===== config.mk =====
export PLATFORM = sky130hd
export DESIGN_NAME = addsub_result_buffer
export DESIGN_NICKNAME = d
export VERILOG_FILES = /design/src/rtl/addsub_pkg.sv /design/src/rtl/addsub_sync_fifo.sv /design/src/rtl/addsub_result_buffer.sv
export SDC_FILE = /design/constraint.sdc
export NUM_CORES = 1
export LEC_CHECK = 0
export ABC_CLOCK_PERIOD_IN_PS = 2500
export CAP_MARGIN = 40
export CELL_PAD_IN_SITES_DETAIL_PLACEMENT = 0
export CELL_PAD_IN_SITES_GLOBAL_PLACEMENT = 1
export CORE_AREA = 8 8 141 143
export CTS_BUF_LIST = sky130_fd_sc_hd__clkbuf_8
export CTS_CLUSTER_DIAMETER = 80
export DETAILED_ROUTE_END_ITERATION = 7
export DIE_AREA = 0 0 149 151
export GPL_TIMING_DRIVEN = 0
export MAX_ROUTING_LAYER = met4
export PLACE_DENSITY = 0.79
export REMOVE_ABC_BUFFERS = 1
export SYNTH_ARGS = -nofsm -noshare
export SYNTH_HDL_FRONTEND = slang
export SYNTH_HIERARCHICAL = 1
export SYNTH_SLANG_ARGS = --single-unit

===== constraint.sdc =====
create_clock -name clk -period 2.5 [get_ports clk]
set_input_delay 0.5 -clock clk [delete_from_list [all_inputs] [get_ports clk]]
set_output_delay 0.5 -clock clk [all_outputs]
set_load 0.01 [all_outputs]

===== src/rtl/addsub_pkg.sv =====
// Shared types and helpers for the 32-bit adder/subtractor result path.
// Holds the queued result record and the signed-overflow rule.
package addsub_pkg;

  localparam int ADDSUB_W = 32;

  typedef struct packed {
    logic [ADDSUB_W-1:0] sum;
    logic                ovf;
    logic                mode;
  } addsub_result_t;

  // Signed overflow from operand/result sign bits; mode 1 means a - b.
  function automatic logic addsub_ovf(input logic [ADDSUB_W-1:0] a,
                                      input logic [ADDSUB_W-1:0] b,
                                      input logic                mode,
                                      input logic [ADDSUB_W-1:0] sum);
    logic sa, sb, ss;
    sa = a[ADDSUB_W-1];
    sb = b[ADDSUB_W-1];
    ss = sum[ADDSUB_W-1];
    if (mode)
      return (sa != sb) && (ss != sa);
    else
      return (sa == sb) && (ss != sa);
  endfunction

endpackage


===== src/rtl/addsub_sync_fifo.sv =====
// Show-ahead synchronous FIFO; entry visible one edge after its push, no bypass.
// Push ignored while full, pop ignored while empty; ready depends on level only.
module addsub_sync_fifo
  import addsub_pkg::*;
#(
  parameter int  DEPTH = 4,
  parameter type T     = addsub_result_t
) (
  input  logic                     clk,
  input  logic                     rstN,
  input  logic                     push,
  input  T                         wdata,
  input  logic                     pop,
  output T                         rdata,
  output logic                     full,
  output logic                     empty,
  output logic [$clog2(DEPTH):0]   level
);

  localparam int PW = $clog2(DEPTH);
  localparam int LW = PW + 1;

  T               mem [DEPTH];
  logic [PW-1:0]  wr_ptr;
  logic [PW-1:0]  rd_ptr;
  logic           wr_en;
  logic           rd_en;

  assign full  = (level == LW'(DEPTH));
  assign empty = (level == '0);
  assign wr_en = push && !full;
  assign rd_en = pop && !empty;
  assign rdata = mem[rd_ptr];

  // Pointers wrap naturally because DEPTH is a power of two.
  always_ff @(posedge clk) begin
    if (!rstN) begin
      wr_ptr <= '0;
      rd_ptr <= '0;
      level  <= '0;
    end else begin
      if (wr_en) wr_ptr <= wr_ptr + PW'(1);
      if (rd_en) rd_ptr <= rd_ptr + PW'(1);
      case ({wr_en, rd_en})
        2'b10:   level <= level + LW'(1);
        2'b01:   level <= level - LW'(1);
        default: level <= level;
      endcase
    end
  end

  // Storage is intentionally left out of reset.
  always_ff @(posedge clk) begin
    if (wr_en) mem[wr_ptr] <= wdata;
  end

endmodule


===== src/rtl/addsub_result_buffer.sv =====
// Buffers adder results with an overflow flag and keeps saturating result/overflow counts.
// One-edge latency to out_*; in_ready = !full, independent of out_ready.
module addsub_result_buffer
  import addsub_pkg::*;
#(
  parameter int DEPTH = 4,
  parameter int CNT_W = 16
) (
  input  logic                   clk,
  input  logic                   rstN,
  input  logic                   in_valid,
  output logic                   in_ready,
  input  logic [ADDSUB_W-1:0]    a,
  input  logic [ADDSUB_W-1:0]    b,
  input  logic                   mode,
  input  logic [ADDSUB_W-1:0]    sum,
  output logic                   out_valid,
  input  logic                   out_ready,
  output logic [ADDSUB_W-1:0]    out_sum,
  output logic                   out_ovf,
  output logic                   out_mode,
  output logic [$clog2(DEPTH):0] level,
  output logic [CNT_W-1:0]       result_cnt,
  output logic [CNT_W-1:0]       ovf_cnt
);

  addsub_result_t wr_dat;
  addsub_result_t rd_dat;
  logic           push;
  logic           pop;
  logic           full;
  logic           empty;

  assign wr_dat.sum  = sum;
  assign wr_dat.ovf  = addsub_ovf(a, b, mode, sum);
  assign wr_dat.mode = mode;

  assign in_ready  = !full;
  assign out_valid = !empty;
  assign push      = in_valid && in_ready;
  assign pop       = out_valid && out_ready;

  assign out_sum  = rd_dat.sum;
  assign out_ovf  = rd_dat.ovf;
  assign out_mode = rd_dat.mode;

  addsub_sync_fifo #(
    .DEPTH (DEPTH),
    .T     (addsub_result_t)
  ) u_fifo (
    .clk   (clk),
    .rstN  (rstN),
    .push  (push),
    .wdata (wr_dat),
    .pop   (pop),
    .rdata (rd_dat),
    .full  (full),
    .empty (empty),
    .level (level)
  );

  // Counters only see accepted pushes; a dropped in_valid leaves them alone.
  always_ff @(posedge clk) begin
    if (!rstN) begin
      result_cnt <= '0;
      ovf_cnt    <= '0;
    end else if (push) begin
      if (result_cnt != '1) result_cnt <= result_cnt + CNT_W'(1);
      if (wr_dat.ovf && (ovf_cnt != '1)) ovf_cnt <= ovf_cnt + CNT_W'(1);
    end
  end

endmodule

==> impl_metrics.ini, run 1 <==
[setup_path]
end_kind = primary output
crit_required_ns = 2.00
crit_path_start_kind = flop
r2r_slack_ns = 0.23
slowest_delay_ns = 0.52
critPathKind = flop to primary output
cp.arrival_ns = 1.90
critPathSlowestCell = mux4_2
crit_fanout = 7
cp_cell_sequence = buf_6 > mux4_2 > dlygate4sd2_1
crit-reg2reg-launch = u_fifo/level[2]$_SDFFE_PN0P_

[timing]
report.final.slew_viol_count = 0
finalHoldViolCount = 0
tightest_slew_ns = 0.971
slew_headroom_pct = 34.7
min_period_ns = 2.40
fmax_ghz = 0.417
rsz0062_at_grt = false
period_share_pct = 95.9
fin_skew_ns = 0.0113
report.final.setup_viol = 0
fin_ws_ns = 0.103

[clocking]
cts_buffers = 17
clock_sinks = 177
htreeDepth = 4
clock_latency_ns = 0.45
cts_tree = yes
path_clk_slew_ns = 0.09
cts_buffer_depth = 2
cts-root-buf = clkbuf_8

[route]
drc_errors = 0
drtIter0Drc = 177
ant_nets = 0
vias = 4321
post_drt_wl_per_cell_um = 18.5
avgViaCountPerCell = 5.35
drtPass1Iterations = 4
drt_wl_total_um = 15000

[grt]
antenna_found_initial = 0
grt_use_total_pct = 14.2
grt_pass1_vias = 4585
grt_max_degree = 31
grt_overflow = 0
grt_pass1_wl_um = 24100

[power]
leakagePower_nw = 2.92
max-vdd-ir-drop_mv = 0.343
power_density_nw_per_um2 = 782

[synthesis]
yosysUniqueCellTypes = 48
ys_warn_count = 6
synth-edff-count = 136
seq_area_frac_synth_pct = 67.9
synth_seq_cells = 177
syn_inst = 442
avgSynthCellArea_um2 = 16.3
synth-main-ff-cell = edfxtp_1
synthesis.area_um2 = 7220
async_reset_ff_share_pct = 0

[floorplanning]
fp.dieW_um = 149
initial_core_util_pct = 40.9
die_area_um2 = 22500
die_y_um = 151
num_rows = 49
core_area_um2 = 17700
io_pins = 172

[hold_path]
hold_path_class = flop to flop
hp-start = ovf_cnt[6]$_SDFFE_PN0P_

[status]
status = completed

[place]
port_buffers = 109
gp_congestion = 0.817
dp_hpwl_um = 10200
pre_cts_ws_ns = -0.388

[run]
max-cap-violations = 0

[final_layout]
num_antenna_cells = 0
final_core_util_pct = 51.5
syn_to_final_growth_pct = 25.8
nets = 674
drive_gt1_share_pct = 17.1
## Yosys cell counts, types with 2 or more instances
master	number	share of area, %
edfxtp_1	136	57
dfxtp_1	41	11
mux4_2	34	11
nand2_1	26	1.4
a21oi_1	21	1.5
o31ai_1	17	1.8
or4_1	16	1.7
o21ai_0	12	0.83
mux2i_1	11	1.5
nand4_1	11	0.95
nand3_1	10	0.69
inv_1	9	0.47
and2_1	8	0.69
clkbuf_1	8	0.42
nand2b_1	8	0.69
and4_1	7	0.85
ha_1	7	1.2
nor4_1	6	0.52
or3_1	6	0.52
buf_2	5	0.35
nor2b_1	5	0.43
buf_12	3	0.83
nor2_1	3	0.16
a21boi_1	2	0.21
a31o_2	2	0.24
and3_1	2	0.17
and4bb_2	2	0.35
buf_6	2	0.31
nand3b_1	2	0.21
o2111ai_1	2	0.24
## through the flow
stage / TNS [ns] / std cells / power, W / area, um^2 / hold slack (ns)
CTS: -0.0934 / 805 / 0.00719 / 9030 / 0.487
global route: 0 / 807 / 0.00746 / 9090 / 0.524
floorplan: -7.25 / 423 / 0.00441 / 7080 / 0.456
detailed placement: -27.17 / 769 / 0.00525 / 8620 / 0.477
global placement: -215.24 / 761 / 0.00515 / 8460 / 0.465
finish: 0 / 807 / 0.00710 / 9090 / 0.491
## sequential cells by signal, summed over array words and instances (netlist names), named ones only
name           count
u_fifo/rd_ptr      2
ovf_cnt           16
u_fifo/mem       136
u_fifo/level       3
result_cnt        16
u_fifo/wr_ptr      2
## power breakdown
part	switching (W)	internal, W	leakage [nW]
sequential	0.000114	0.00347	1.58
combinational	0.000711	0.000786	1.13
clock	0.00102	0.00100	0.215
total	0.00184	0.00526	2.92
## cells by family (layout without fill, tap and decap cells)
| logic type | Yosys count | count (layout) | share of synthesized area [%] |
|---|---|---|---|
| simple gates | 119 | 119 | 10.2 |
| compound gates | 60 | 60 | 5.20 |
| flops | 177 | 177 | 67.9 |
| fa+ha+maj | 8 | 8 | 1.49 |
| xor+xnor | 3 | 3 | 0.468 |
| mux | 46 | 46 | 12.3 |
| buf+inv | 29 | 165 | 2.49 |
## critical path, delay by kind of cell (launching register included)
family / cells / cell delay (ns)
multiplexers: 1 / 0.52
flip-flops: 1 / 0.42
buffers and inverters: 2 / 0.51
## path summary, 6_finish.rpt
| check | end | cells after the start |
|---|---|---|
| worst max register to register | result_cnt[15]$_SDFFE_PN0P_ | 7 |
| worst max-delay path | out_sum[31] | 3 |
| worst min-delay path | ovf_cnt[6]$_SDFFE_PN0P_ | 2 |
| worst min register to register | ovf_cnt[6]$_SDFFE_PN0P_ | 2 |
## routing by layer
metal / vias to the layer above / share of wire, % / global-route usage (%)
met3: 11 / 4.6 / 3.67
met1: 2166 / 46 / 17.2
met4: 0 / 0.96 / 3.63
met2: 112 / 49 / 23.4
met5: - / 0 / -
li1: 2032 / - / -
## final cells by class
type | count | area [um^2]
fillers | 1468 | 8570
flip-flops and latches | 177 | 4920
multi-input cells | 236 | 2170
inverters | 10 | 37.5
repair buffers | 123 | 1260
well taps | 229 | 287
clock buffers | 17 | 234
clock inverters | 15 | 181
## timing repair
item | CTS | global route
pin swaps | 0 | 0
endpoints found under the setup margin | 36 | 11
resized for setup | 36 | 8
buffers inserted | 4 | 1
hold buffers | 0 | 0
cloned | 0 | 1
## placed cells by master, fill, tap and decap left out, types with 10 or more instances in the layout
cell	synthesis	final
a21oi_1	21	21
clkbuf_8	0	17
clkdlybuf4s50_1	0	75
dfxtp_1	41	36
dlygate4sd2_1	0	33
edfxtp_1	136	136
inv_1	9	10
mux2i_1	11	10
mux4_2	34	34
nand2_1	26	26
nand3_1	10	10
nand4_1	11	11
o21ai_0	12	12
o31ai_1	17	17
or4_1	16	16
No activity file was read; power rests on OpenSTA's default activity.
==> inputs of run 2 (changes only) <==
SKIP_CTS_REPAIR_TIMING = 1   (was not set)
==> run 2 against run 1 <==
  * Critical endpoint is now out_sum[18]
  * Sequential share of layout area shrank 0.64 points
  * Non-clock buffer count grew 6
  * Critical path depth is the same
  * The run now ends with setup timing left
  * Largest cell class unchanged
  * Core utilization grew 0.64 points
  * Power grew 1.3%
  * Sequential power is essentially flat
==> impl_metrics.ini, run 2 (same netlist as run 1, synthesis figures left out) <==
[route]
post_drt_wl_per_cell_um = 18.9
vias = 4391
drc_errors = 0
ant_nets = 0
drtIter0Drc = 166
drt_wl_total_um = 15300
avgViaCountPerCell = 5.40
drtPass1Iterations = 4

[setup_path]
cp.arrival_ns = 2.02
crit_path_start_kind = flop
crit_fanout = 7
critPathKind = flop to primary output
slowest_delay_ns = 0.50
end_kind = primary output
critPathSlowestCell = mux4_2
cp_cell_sequence = buf_6 > mux4_2 > clkdlybuf4s50_1
crit_required_ns = 2.00

[place]
dpl_cell_area_um2 = 8620
pre_cts_ws_ns = -0.388
dp_hpwl_um = 10200
port_buffers = 109
gp_congestion = 0.817

[timing]
min_period_ns = 2.52
tightest_slew_ns = 0.964
fin_ws_ns = -0.0197
report.final.setup_viol = 1
finalHoldViolCount = 0
slew_headroom_pct = 35.2
report.final.slew_viol_count = 0
setup-tns-final_ns = -0.0197
fin_skew_ns = 0.0111
fmax_ghz = 0.397
period_share_pct = 101
rsz0062_at_grt = true

[power]
sw_frac_of_total_pct = 25.9
seqPwrFrac_pct = 49.8
power_density_nw_per_um2 = 782
combinationalPowerShare_pct = 22.0
max-vdd-ir-drop_mv = 0.357
p_int_w = 0.00533
power_switching_w = 0.00186
pwr-share-clk_pct = 28.1
leakagePower_nw = 3.12

[grt]
grt_overflow = 0
grt_pass1_wl_um = 23900
grt_max_degree = 31
grt_use_total_pct = 14.1
antenna_found_initial = 0
grt_pass1_vias = 4575

[hold_path]
hold_path_class = flop to flop

[final_layout]
regMostFlops = u_fifo/mem
final_common_cell = edfxtp_1
nets = 680
syn_to_final_growth_pct = 27.4
largest_reg_flops = 136
top_regs = u_fifo/mem (136), ovf_cnt (16), result_cnt (16)
layout_common_cells = 136 x edfxtp_1, 76 x clkdlybuf4s50_1, 36 x dfxtp_1
num_antenna_cells = 0
drive_gt1_share_pct = 19.5
fin_area_um2 = 9200
nFillCells = 1459

[floorplanning]
die_area_um2 = 22500
initial_core_util_pct = 40.9
die_y_um = 151
io_pins = 172
num_rows = 49
core_area_um2 = 17700
fp.dieW_um = 149

[clocking]
cts_tree = yes
path_clk_slew_ns = 0.09
htreeDepth = 4
cts_buffers = 17
cts-root-buf = clkbuf_8
cts_buffer_depth = 2
clock_latency_ns = 0.45
clock_sinks = 177

[run]
max-cap-violations = 0

[status]
status = finished with violations
violations = setup timing
run 2: cell types whose count changed in the layout (fill, tap and decap cells not counted):
cell,previous run,this run
buf_4,4,8
dlygate4sd2_1,33,0
dlymetal6s2s_1,1,23
nor2b_2,1,0
clkbuf_2,0,10
clkbuf_16,1,2
buf_6,3,4
nor2b_1,3,4
clkdlybuf4s50_1,75,76
dfxtp_4,2,3
dfxtp_2,3,2
run 2: cell type report:
type | count | area (um^2) | share of cell area [%]
sequential | 177 | 4920 | 53.5
multi-input combinational | 236 | 2170 | 23.6
timing repair buffer | 129 | 1370 | 14.9
tap | 229 | 287 | 3.11
clock buffer | 17 | 234 | 2.54
clock inverter | 15 | 181 | 1.97
inverter | 10 | 37.5 | 0.408
run 2: layer usage:
metal / track usage [%] / part of all wire (%) / vias to the layer above
met5: - / 0 / -
met4: 3.84 / 0.93 / 0
met3: 3.76 / 4.8 / 11
met2: 23.2 / 49 / 132
met1: 17.0 / 45 / 2205
li1: - / - / 2043
run 2: worst paths after layout:
check | startpoint | endpoint | slack [ns] | cells after the start
worst max-delay path | flop | out_sum[18] | -0.02 | 3
worst min-delay path | ovf_cnt[6]$_SDFFE_PN0P_ | ovf_cnt[6]$_SDFFE_PN0P_ | 0.49 | 2
worst max register to register | u_fifo/level[2]$_SDFFE_PN0P_ | u_fifo/level[2]$_SDFFE_PN0P_ | 0.16 | 10
worst min register to register | ovf_cnt[6]$_SDFFE_PN0P_ | ovf_cnt[6]$_SDFFE_PN0P_ | 0.49 | 2
run 2: power groups by stage:
stage                     logic, W  registers [W]  clock network, W
after floorplan           0.000720        0.00369                 0
after global placement     0.00142        0.00373                 0
after detailed placement   0.00158        0.00367                 0
after CTS                  0.00158        0.00361           0.00210
after global routing       0.00172        0.00361           0.00221
final                      0.00158        0.00359           0.00202
run 2: worst max-delay path, delay by kind of cell (launching register included):
kind | cells | cell delay [ns]
buf+inv | 2 | 0.66
flops | 1 | 0.41
mux | 1 | 0.50
run 2: through the flow:
stage          power, W  std cells  utilization (%)  hold WS [ns]
6_report        0.00719        813             52.1         0.492
5_1_grt         0.00755        813             52.1         0.522
4_1_cts         0.00729        801             51.2         0.490
3_5_place_dp    0.00525        769             48.8         0.477
3_3_place_gp    0.00515        761             47.9         0.465
2_1_floorplan   0.00441        423                -         0.456
